[config.mk]
export PLATFORM = sky130hd
export DESIGN_NAME = tdp_bram_arbiter
export DESIGN_NICKNAME = d
export VERILOG_FILES = /design/src/rtl/tdp_bram_arbiter.sv
export SDC_FILE = /design/constraint.sdc
export NUM_CORES = 1
export LEC_CHECK = 0
export ABC_AREA = 0
export ABC_CLOCK_PERIOD_IN_PS = 8200
export CAP_MARGIN = 20
export CORE_AREA = 2 2 197 199
export CTS_CLUSTER_DIAMETER = 100
export DETAILED_ROUTE_END_ITERATION = 16
export DIE_AREA = 0 0 199 201
export SKIP_CTS_REPAIR_TIMING = 1
export SLEW_MARGIN = 20
export SYNTH_ARGS = -nofsm -noshare
export SYNTH_HDL_FRONTEND = slang
export SYNTH_SLANG_ARGS = --single-unit
[constraint.sdc]
create_clock -name clk -period 8.2 [get_ports clk]
set_clock_uncertainty 0.1 [all_clocks]
set_input_delay 1.64 -clock clk [delete_from_list [all_inputs] [get_ports clk]]
set_output_delay 1.64 -clock clk [all_outputs]
set_load 0.01 [all_outputs]
[src/rtl/tdp_bram_arbiter.sv]
// tdp_bram_arbiter
//   Shares one true-dual-port BRAM (ports A/B, 1-cycle registered read) between NUM_REQ
//   requesters. A round-robin scan grants up to two requests per cycle, one per BRAM port,
//   and never lets the two ports collide on one address when either of them writes.
//
// Optional feature macro: TDP_ARB_FWD_EN
//   When defined, a read that collides only with the port-A write is still granted on port B
//   (which performs a plain read). Its response returns the write data (write-first forwarding).
//
// Ports
//   clk, rst             single clock, synchronous active-high reset
//   req_valid/we         per-requester request pending / write select
//   req_addr/wdata       packed request address / write data, requester i at slice i
//   req_ready            per-requester grant, combinational from req_valid
//   rsp_valid/rdata      per-requester read response, one cycle after the grant
//   a_a/we_a/wd_a/rd_a   BRAM port A address, write enable, write data, read data
//   a_b/we_b/wd_b/rd_b   BRAM port B address, write enable, write data, read data
module tdp_bram_arbiter #(
  parameter int unsigned NUM_REQ = 4,
  parameter int unsigned ABITS   = 10,
  parameter int unsigned DBITS   = 36
) (
  input  logic                       clk,
  input  logic                       rst,
  input  logic [NUM_REQ-1:0]         req_valid,
  input  logic [NUM_REQ-1:0]         req_we,
  input  logic [NUM_REQ*ABITS-1:0]   req_addr,
  input  logic [NUM_REQ*DBITS-1:0]   req_wdata,
  output logic [NUM_REQ-1:0]         req_ready,
  output logic [NUM_REQ-1:0]         rsp_valid,
  output logic [NUM_REQ*DBITS-1:0]   rsp_rdata,
  output logic [ABITS-1:0]           a_a,
  output logic                       we_a,
  output logic [DBITS-1:0]           wd_a,
  input  logic [DBITS-1:0]           rd_a,
  output logic [ABITS-1:0]           a_b,
  output logic                       we_b,
  output logic [DBITS-1:0]           wd_b,
  input  logic [DBITS-1:0]           rd_b
);

  localparam int unsigned IW = $clog2(NUM_REQ);

  logic [ABITS-1:0] addr      [NUM_REQ];
  logic [DBITS-1:0] wdata     [NUM_REQ];
  logic [DBITS-1:0] rdata_arr [NUM_REQ];
  logic [IW-1:0]    scan_idx  [NUM_REQ];

  logic [NUM_REQ-1:0] valid_m;
  logic [NUM_REQ-1:0] rd_gnt;
  logic [NUM_REQ-1:0] src_b;
  logic               gnt_a, gnt_b;
  logic [IW-1:0]      idx_a, idx_b;
  logic [IW-1:0]      ptr_q, ptr_d;
  logic [NUM_REQ-1:0] rsp_valid_q;
  logic [NUM_REQ-1:0] src_b_q;

`ifdef TDP_ARB_FWD_EN
  logic               fwd_b;
  logic               fwd_q;
  logic [DBITS-1:0]   fwd_data_q;
`endif

  for (genvar g = 0; g < NUM_REQ; g++) begin : g_unpack
    assign addr[g]                       = req_addr[g*ABITS +: ABITS];
    assign wdata[g]                      = req_wdata[g*DBITS +: DBITS];
    assign rsp_rdata[g*DBITS +: DBITS]   = rdata_arr[g];
  end

  function automatic logic collide(logic [ABITS-1:0] addr_x, logic we_x,
                                   logic [ABITS-1:0] addr_y, logic we_y);
    return (addr_x == addr_y) && (we_x || we_y);
  endfunction

  function automatic logic [IW-1:0] wrap_inc(logic [IW-1:0] v);
    if (v == IW'(NUM_REQ - 1)) return '0;
    return v + 1'b1;
  endfunction

  // Requesters in scan order, starting at ptr and wrapping modulo NUM_REQ.
  always_comb begin
    for (int unsigned k = 0; k < NUM_REQ; k++) begin
      if (32'(ptr_q) + k >= NUM_REQ) scan_idx[k] = IW'(32'(ptr_q) + k - NUM_REQ);
      else                           scan_idx[k] = IW'(32'(ptr_q) + k);
    end
  end

  // Reset masks every grant in the cycle it is asserted.
  assign valid_m = rst ? '0 : req_valid;

  always_comb begin
    gnt_a = 1'b0;
    gnt_b = 1'b0;
    idx_a = '0;
    idx_b = '0;
`ifdef TDP_ARB_FWD_EN
    fwd_b = 1'b0;
`endif
    for (int unsigned k = 0; k < NUM_REQ; k++) begin
      if (valid_m[scan_idx[k]]) begin
        if (!gnt_a) begin
          gnt_a = 1'b1;
          idx_a = scan_idx[k];
        end else if (!gnt_b) begin
          if (!collide(addr[scan_idx[k]], req_we[scan_idx[k]], addr[idx_a], req_we[idx_a])) begin
            gnt_b = 1'b1;
            idx_b = scan_idx[k];
          end
`ifdef TDP_ARB_FWD_EN
          // Read hitting the port-A write: port B reads, the response takes the write data.
          else if (req_we[idx_a] && !req_we[scan_idx[k]]) begin
            gnt_b = 1'b1;
            idx_b = scan_idx[k];
            fwd_b = 1'b1;
          end
`endif
        end
      end
    end
  end

  always_comb begin
    req_ready = '0;
    src_b     = '0;
    if (gnt_a) req_ready[idx_a] = 1'b1;
    if (gnt_b) begin
      req_ready[idx_b] = 1'b1;
      src_b[idx_b]     = 1'b1;
    end
    rd_gnt = req_ready & ~req_we;
  end

  always_comb begin
    a_a  = '0;
    we_a = 1'b0;
    wd_a = '0;
    a_b  = '0;
    we_b = 1'b0;
    wd_b = '0;
    if (gnt_a) begin
      a_a  = addr[idx_a];
      we_a = req_we[idx_a];
      wd_a = wdata[idx_a];
    end
    if (gnt_b) begin
      a_b  = addr[idx_b];
      we_b = req_we[idx_b];
      wd_b = wdata[idx_b];
    end
  end

  // Pointer moves past the last requester granted in scan order (port B if used).
  always_comb begin
    ptr_d = ptr_q;
    if (gnt_b)      ptr_d = wrap_inc(idx_b);
    else if (gnt_a) ptr_d = wrap_inc(idx_a);
  end

  always_ff @(posedge clk) begin
    if (rst) begin
      ptr_q       <= '0;
      rsp_valid_q <= '0;
      src_b_q     <= '0;
`ifdef TDP_ARB_FWD_EN
      fwd_q       <= 1'b0;
      fwd_data_q  <= '0;
`endif
    end else begin
      ptr_q       <= ptr_d;
      rsp_valid_q <= rd_gnt;
      src_b_q     <= src_b;
`ifdef TDP_ARB_FWD_EN
      fwd_q       <= fwd_b;
      fwd_data_q  <= wdata[idx_a];
`endif
    end
  end

  // A reset arriving right after a read grant suppresses that read's response.
  assign rsp_valid = rsp_valid_q & {NUM_REQ{~rst}};

  always_comb begin
    for (int unsigned i = 0; i < NUM_REQ; i++) begin
      rdata_arr[i] = '0;
      if (rsp_valid[i]) begin
        if (src_b_q[i]) begin
`ifdef TDP_ARB_FWD_EN
          rdata_arr[i] = fwd_q ? fwd_data_q : rd_b;
`else
          rdata_arr[i] = rd_b;
`endif
        end else begin
          rdata_arr[i] = rd_a;
        end
      end
    end
  end

endmodule

# Word level (Yosys, flattened, before mapping)
# Cells that the tools add are included.
[word_totals]
reg_bits = 10
input_bits = 266
out_inout_bits = 246
[classes]
addsub = 9
order_cmp = 23
eq_ne = 5
n_mux = 123
n_bitwise = 14
reduce_logical = 10
[ops]
columns = ["operator", "n"]
rows = [
  ["2-to-1 mux 36 bit", 14],
  ["2-to-1 mux 10 bit", 18],
  ["binary-select mux 10 bit (select 2 bit)", 8],
  ["binary-select mux 36 bit (select 2 bit)", 2],
  ["2-to-1 mux 2 bit", 28],
  ["2-to-1 mux 1 bit", 36],
  [">= comparator 3 bit (second input constant)", 11],
  ["equality test 10 bit", 3],
  ["less-than comparator 2 x 3 -> 1 bit (second input constant)", 9],
  ["binary-select mux 1 bit (select 2 bit)", 12],
  ["NOT 2 -> 3 bit", 8],
  ["2-to-1 mux 4 bit", 3],
  ["AND 4 bit", 2],
  ["subtractor 2 x 1 -> 2 bit (second input constant)", 4],
  ["adder 2 x 2 -> 3 bit (second input constant)", 2],
  ["logical AND 1 bit", 5],
  ["adder 2 x 1 -> 2 bit (second input constant)", 2],
  ["demux 1 bit (select 2 bit)", 2],
  ["equality test 2 bit (second input constant)", 2],
  [">= comparator 2 x 1 -> 1 bit (second input constant)", 2],
  ["NOT 4 bit", 1],
  ["OR 4 bit", 1],
  ["adder 2 x 1 -> 3 bit (second input constant)", 1],
  [">= comparator 2 x 3 -> 1 bit (second input constant)", 1],
  ["4 further kinds", 7],
]

# Longest topological paths before layout
# Gate-level depths: netlist of run 1.
[depth]
word_depth = 29
depth_mapped = 25

# Worst setup path after synthesis of run 1
# Ideal clock, no wire load.
[synth_path]
kind = "input-to-output"
startpoint = "input req_valid[3]"
endpoint = "output req_ready[2]"
arrival_time_ps = 5518
t_required_ps = 6460
slack_ps = 942
stages = 17
path_buffers = 4
cell_sequence = "buf_2 -> mux2i_1 -> a211oi_1 -> ha_1 -> clkbuf_1 -> clkbuf_1 -> a211oi_1 -> a2111oi_0 -> nor3_1 -> nand4b_1 -> nor4_2 -> a21oi_1 -> a211oi_2 -> buf_2 -> inv_1 -> ha_1 -> a22o_1"
[synth_via]
elab_chain_cells = 27
[synth_rtl]
columns = ["item", "line", "text"]
rows = [
  ["start: declaration", "25", "input logic [NUM_REQ-1:0] req_valid,"],
  ["2-to-1 mux 4 bit (*)", "89", "assign valid_m = rst ? '0 : req_valid;"],
  ["binary-select mux 1 bit (select 2 bit)", "100", "if (valid_m[scan_idx[k]]) begin"],
  ["2-to-1 mux 1 bit (not written as such)", "100", ""],
  ["2-to-1 mux 2 bit", "100", ""],
  ["NOT 2 -> 3 bit (not written as such)", "105", "if (!collide(addr[scan_idx[k]], req_we[scan_idx[k]], addr[idx_a], req_we[idx_a])) begin"],
  ["binary-select mux 10 bit (select 2 bit)", "105", ""],
  ["2-to-1 mux 10 bit (not written as such) (2 in series)", "105", ""],
  ["equality test 10 bit", "72", "return (addr_x == addr_y) && (we_x || we_y);"],
  ["(+10 left out)", "--", ""],
  ["2-to-1 mux 2 bit", "101", "if (!gnt_a) begin"],
  ["2-to-1 mux 2 bit", "100", ""],
  ["less-than comparator 2 x 3 -> 1 bit (not written as such) / >= comparator 2 x 1 -> 1 bit (equally long branches)", "127", "req_ready[idx_b] = 1'b1;"],
  ["logical AND 1 bit (not written as such)", "127", ""],
  ["2-to-1 mux 1 bit (not written as such)", "127", ""],
  ["demux 1 bit (select 2 bit)", "127", ""],
  ["OR 4 bit (no line)", "--", ""],
  ["2-to-1 mux 4 bit (*)", "126", "if (gnt_b) begin"],
  ["end: declaration", "29", "output logic [NUM_REQ-1:0] req_ready,"],
]
# Every way passes the cells marked *; elsewhere a longest branch is shown, timed or not. The select of a mux whose other input is x is not followed.

# Final worst setup path of run 1
[layout_path]
startpoint = "input req_valid[1]"
endpoint = "output wd_b[7]"
[layout_via]
elab_chain_cells = 26
[layout_rtl]
columns = ["item", "line", "text"]
rows = [
  ["2-to-1 mux 4 bit (*)", "89", ""],
  ["binary-select mux 1 bit (select 2 bit)", "100", ""],
  ["2-to-1 mux 1 bit (not written as such)", "100", ""],
  ["2-to-1 mux 2 bit", "100", ""],
  ["NOT 2 -> 3 bit (not written as such)", "105", ""],
  ["binary-select mux 10 bit (select 2 bit)", "105", ""],
  ["2-to-1 mux 10 bit (not written as such) (2 in series)", "105", ""],
  ["equality test 10 bit", "72", ""],
  ["(+8 left out)", "--", ""],
  ["2-to-1 mux 2 bit", "105", ""],
  ["2-to-1 mux 2 bit", "104", "end else if (!gnt_b) begin"],
  ["2-to-1 mux 2 bit", "101", ""],
  ["2-to-1 mux 2 bit", "100", ""],
  ["NOT 2 -> 3 bit (not written as such)", "148", "wd_b = wdata[idx_b];"],
  ["binary-select mux 36 bit (select 2 bit)", "148", ""],
  ["2-to-1 mux 36 bit (not written as such) (2 in series)", "148", ""],
  ["2-to-1 mux 36 bit (*)", "145", "if (gnt_b) begin"],
  ["end: declaration", "38", "output logic [DBITS-1:0] wd_b,"],
]
# Marked as above.

==> run metrics, run 1 <==
die area=0.0400 sq mm; Post-synth EDFFs=0; Post-Syn Instances=1149; Clk Latency, worst-skew pair=0.23 ns; Final Hold Fails=0; initial antenna violation count=5; min-delay worst type=reg -> reg; sequential area share after synthesis=2.29%; Ys Warns=0; I/O Buffers=511; depth of the CTS H-tree=1; placed cells=2130; register clock-pin slew on the reported worst setup and hold paths=0.04 ns; async set-reset flop share out of synthesis=0%; crit share post-route=97.8%; busiest layer in global routing=met2; Num CTS Buffers=3; setup TNS=0 ns; CP peak stage delay=0.59 ns; filler cell count=3933; worst slew pin tran=0.899 ns; 1st-iter DRT viols=827; CTS Buffer Depth=2; post-synth top area cell=mux2i_1; dpl hpwl=39.6 mm; vias per cell=5.40; Synth Cell Area=0.00876 sq mm; Crit Path Class=in -> out; Finished Layout Cells=2143; status=completed; Pre-antenna DRT Iters=5; main flop type after synthesis=dfxtp_1; CP required=6.46 ns; Setup crit end kind=primary output; slowest cell on the critical path=clkdlybuf4s50_1; Num Clock Sinks=10; fmax=0.125 GHz; final WL=50.8 mm; max-slew violations=0; synth-to-layout area growth=71.1%; Mapped Nets=1424; Initial Util=23.0%; max_slew headroom=40.1%; drt wl/cell=23.7 um; layout cells sized above 1=11.5%; Final Instance Area=0.0150 sq mm; Synth area leaders=mux2i_1 36%, a211oi_1 9.9%, nor2_1 6.9%; crit-path cells=clkdlybuf4s50_1 -> mux2_2 -> nor2_1 -> a211oi_2 -> ha_1 -> inv_1 -> a221oi_2 -> a21o_2 -> mux4_2 -> xnor2_1 -> o31a_1 -> nand4b_1 -> buf_4 -> o21a_2 -> xnor2_4 -> buf_12 -> buf_4 -> mux2i_1 -> o22ai_1 -> clkdlybuf4s50_1; row count=72; post-route ant nets=0; met2 Track Usage GR=42.3%; leak pwr=5.88 nW; CTS Root Cell=clkbuf_16; CP max FO=7; Synth cell types=58; die height=201 um; IO Count=512; Place WS=-0.210 ns; fin nets=1899; PwrDens=332 mW/mm^2; VDD IR max=0.196 mV; endpoints failing setup=0; GRT Total Usage=23.6%; CTS tree=built; CP top delay family=buffers and inverters; placed cell areas=0.0147 sq mm; M3 GR Usage=4.03%; Worst setup SP type=primary input; Synth Register Bits=10; Max-Cap Viols=0; syn_area_per_cell=7.62 sq um; Worst Path Buf+Inv=6; largest net degree at the start of global routing=58; drc violations=0; global route overflow=0; gp weighted congestion=1.02; global-route wire length before repair=72.2 mm; vias in the first global route=11213; CP arrival=6.28 ns; met1 Track Usage GR=27.8%; post-route setup slack=0.181 ns; top-area cell type share of the netlist area=35.6%; via count=11574; Die W=199 um; Tmin final=8.02 ns; core area=0.0381 sq mm
## cell usage after synthesis, drive strengths merged, types with 4 or more instances
| master | instances |
|---|---|
| a211oi | 118 |
| xor2 | 9 |
| nor2b | 54 |
| nor3b | 6 |
| nor2 | 162 |
| ha | 9 |
| a22o | 6 |
| xnor2 | 5 |
| nand3 | 14 |
| o21a | 4 |
| mux4 | 24 |
| nand2 | 43 |
| nor3 | 12 |
| o21ai | 27 |
| clkbuf | 47 |
| o22ai | 47 |
| and3 | 13 |
| a31oi | 4 |
| a22oi | 5 |
| mux2i | 311 |
| mux2 | 12 |
| a2111oi | 5 |
| a221oi | 9 |
| inv | 22 |
| nand4b | 7 |
| and2 | 7 |
| or3 | 7 |
| nor4 | 7 |
| buf | 69 |
| nand2b | 19 |
| a21o | 6 |
| dfxtp | 10 |
| a21oi | 25 |
## state kept, by name (all words and copies together) (netlist names)
register / cells
rsp_valid_q: 4
src_b_q: 4
ptr_q: 2
## cell type report
class / instances / area [sq um] / area share [%]
inverters: 22 / 82.6 / 0.551
well taps: 518 / 648 / 4.33
multi-input cells: 1001 / 8030 / 53.6
repair buffers: 586 / 5930 / 39.6
clock buffers: 3 / 75.1 / 0.501
diodes: 3 / 7.51 / 0.0501
flip-flops and latches: 10 / 208 / 1.39
## worst register-to-register path, stage by stage, from the launching register on
cell and delay [ns]:
dfxtp_2 0.63, mux2_2 0.42, nor2_1 0.12, a211oi_2 0.06, ha_1 0.27, inv_1 0.12, a221oi_2 0.06, a21o_2 0.27
buf_4 0.18, and3_1 0.19, o31a_1 0.30, nor4_2 0.22, nand4b_1 0.17, buf_4 0.17, a211oi_2 0.25, o21ai_1 0.15
and2_1 0.19, nand2b_1 0.18, ha_1 0.21, a22o_1 0.25, nor3b_1 0.15
## worst paths after layout
path         slack, ns             end  depth (start not counted)         start
max               0.18         wd_b[7]                         20  req_valid[1]
min               0.99        ptr_q[1]                          3      ptr_q[1]
max reg2reg       3.41  rsp_valid_q[3]                         20      ptr_q[0]
min reg2reg       0.99        ptr_q[1]                          3      ptr_q[1]
## logic make-up after synthesis
kind of cell | after synthesis | synth area share, %
compound gates | 271 | 24.0
xor+xnor | 14 | 1.49
fa+ha+maj | 9 | 1.29
buf+inv | 138 | 7.49
flops | 10 | 2.29
mux | 347 | 43.3
simple gates | 360 | 20.1
## cells in the final DEF, fill, tap and decap left out, types with 13 or more instances in the layout
master,n
mux2i_1,306
inv_1,21
dlymetal6s2s_1,17
a211oi_1,111
a21oi_1,23
nand3_1,14
nand2_1,40
buf_4,60
o21ai_0,25
nor2_1,162
and3_1,13
mux4_2,24
nand2b_1,16
nor2b_1,53
o22ai_2,31
o22ai_1,16
clkdlybuf4s50_1,493
## metal layers
metal,wire length [um],vias to the layer above,part of all wire [%]
li1,-,5295,-
met1,19600,5605,39
met2,25000,564,49
met3,3780,106,7.5
met4,2310,4,4.6
met5,25,-,0.049
## through the flow
stage | total power [W] | hold WS [ns] | util, %
5_1_grt | 0.00527 | 1.04 | 39.3
6_report | 0.00498 | 0.989 | 39.3
4_1_cts | 0.00487 | 0.977 | 38.7
3_5_place_dp | 0.00475 | 0.968 | 38.5
2_1_floorplan | 0.00285 | 1.13 | -
3_3_place_gp | 0.00473 | 0.968 | 38.5
## power by group
group           total, W  internal (W)  switching [W]
registers       0.000115     0.0000664      0.0000490
logic            0.00478       0.00235        0.00243
clock network  0.0000840     0.0000631      0.0000210
Note: power is estimated with default switching activity, not from simulation.
==> run 2: changes to the inputs <==
Settings changed: RECOVER_POWER set to 25.
==> run 2 against run 1 <==
Net effect:
- the flow now finishes with violations (max-capacitance violations, max-slew violations)
- critical path depth is the same
- combinational power is essentially flat
- routed wire length is essentially flat
- sequential power is essentially flat
- clock power is essentially flat
==> run metrics, run 2 (synthesis results as in run 1) <==
most frequent cells in the layout=436 x clkdlybuf4s50_1, 306 x mux2i_1, 162 x nor2_1, 111 x a211oi_1, 58 x buf_4; CTS Buffer Depth=2 (unchanged); Clk Latency, worst-skew pair=0.23 ns (about the same); drt wl/cell=23.7 um (about the same); Reg power frac=2.3% (about the same); CP peak stage delay=0.59 ns (about the same); die height=201 um (unchanged); Pint=0.00247 W (-0.17%); fmax=0.124 GHz (-0.18%); most common cell after layout, fill and taps aside=clkdlybuf4s50_1; vias per cell=5.41 (+0.24%); Pre-antenna DRT Iters=6 (+1); core area=0.0381 sq mm (unchanged); dpl hpwl=39.6 mm (unchanged); Comb power frac=96.0% (about the same); synth-to-layout area growth=70.8%; Worst setup SP type=primary input; Initial Util=23.0% (unchanged); VDD IR max=0.196 mV (+0.23%); final WL=50.8 mm (about the same); CP arrival=6.29 ns (about the same); Net Sw Frac=50.3% (about the same); min-delay worst type=reg -> reg; register area=208 sq um (unchanged); global-route wire length before repair=72.2 mm (unchanged); PwrDens=333 mW/mm^2 (about the same); initial antenna violation count=5 (unchanged); Setup crit end kind=primary output; max-slew violations=152 (+152); depth of the CTS H-tree=1 (unchanged); fin nets=1899 (unchanged); 1st-iter DRT viols=831 (+0.48%); crit share post-route=98.0% (+0.18 points); global route overflow=0 (unchanged); CTS tree=built; register clock-pin slew on the reported worst setup and hold paths=0.04 ns (about the same); largest net degree at the start of global routing=58 (unchanged); Multi-input gate area=0.00802 sq mm (about the same); CTS Root Cell=clkbuf_16; Clock power frac=1.7% (about the same); slowest cell on the critical path=clkdlybuf4s50_1; crit-path cells=clkdlybuf4s50_1 -> mux2_2 -> nor2_1 -> a211oi_2 -> ha_1 -> inv_1 -> a221oi_2 -> a21o_2 -> mux4_2 -> xnor2_1 -> o31a_1 -> nand4b_1 -> buf_4 -> o21a_2 -> xnor2_4 -> buf_12 -> buf_4 -> mux2i_1 -> o22ai_1 -> clkdlybuf4s50_1; via count=11602 (+0.24%); biggest regs=rsp_valid_q: 4 flops, src_b_q: 4 flops, ptr_q: 2 flops; Num Clock Sinks=10 (unchanged); die area=0.0400 sq mm (unchanged); filler cell count=3937 (+0.10%); Max-Cap Viols=4 (+4); max_slew headroom=-23.5% (-64 points); sw power=0.00250 W (about the same); row count=72 (unchanged); status=finished, violations left; GRT Total Usage=23.6% (unchanged); setup TNS=0 ns (unchanged); vias in the first global route=11213 (unchanged); Tmin final=8.03 ns (+0.0147 ns); final core occ=39.2% (-0.062 points); Num CTS Buffers=3 (unchanged); endpoints failing setup=0 (unchanged); worst slew pin tran=1.85 ns (+0.954 ns); CP required=6.46 ns (about the same); Final Instance Area=0.0150 sq mm (-0.16%); failing checks=max-capacitance violations, max-slew violations; layout cells sized above 1=11.2% (-0.31 points); Die W=199 um (unchanged); Final Hold Fails=0 (unchanged); drc violations=0 (unchanged); post-route ant nets=0 (unchanged); gp weighted congestion=1.02 (unchanged); CP max FO=7 (unchanged); leak pwr=6.06 nW (+3.1%); IO Count=512 (unchanged); I/O Buffers=511 (unchanged); placed cell areas=0.0147 sq mm (unchanged); Tot Pwr=0.00497 W (about the same); Crit Path Class=in -> out
-- run 2: cell type report --
cell class                 instances  share of cell area (%)
antenna                            3                  0.0502
multi-input combinational       1001                    53.6
tap                              518                    4.33
timing repair buffer             586                    39.6
inverter                          22                   0.552
clock buffer                       3                   0.502
sequential                        10                    1.39
-- run 2: final timing paths --
kind	startpoint	end	slack, ns	depth (start not counted)
max	req_valid[1]	wd_b[7]	0.17	20
min	ptr_q[1]	ptr_q[1]	0.99	3
max reg2reg	ptr_q[0]	rsp_valid_q[3]	3.37	20
min reg2reg	ptr_q[1]	ptr_q[1]	0.99	3
-- run 2: per-layer routing --
| metal | track usage, % | part of all wire [%] | up-vias |
|---|---|---|---|
| met3 | 4.03 | 7.5 | 101 |
| met2 | 42.3 | 49 | 554 |
| met5 | 0 | 0.049 | - |
| met1 | 27.8 | 39 | 5646 |
| li1 | - | - | 5297 |
| met4 | 9.20 | 4.4 | 4 |
-- run 2: through the flow --
step                      instances  hold slack, ns  setup WS (ns)
after floorplan                1149            1.13          0.942
after global placement         2130           0.968         -0.128
after detailed placement       2130           0.968         -0.210
after CTS                      2133           0.977         -0.221
after global routing           2143            1.04        -0.0718
final                          2143           0.988          0.167
-- run 2: critical path, delay by kind of cell --
family,cells,cell delay (ns)
xor+xnor,2,0.46
simple gates,2,0.19
mux,3,0.78
buf+inv,6,1.72
compound gates,6,1.28
fa+ha+maj,1,0.22
-- run 2: power by group through the flow --
stage / logic (W) / registers (W) / clock network, W
finish: 0.00477 / 0.000114 / 0.0000841
CTS: 0.00466 / 0.000114 / 0.0000869
detailed placement: 0.00464 / 0.000115 / 0
global placement: 0.00462 / 0.000116 / 0
floorplan: 0.00278 / 0.0000676 / 0
global route: 0.00506 / 0.000120 / 0.0000883
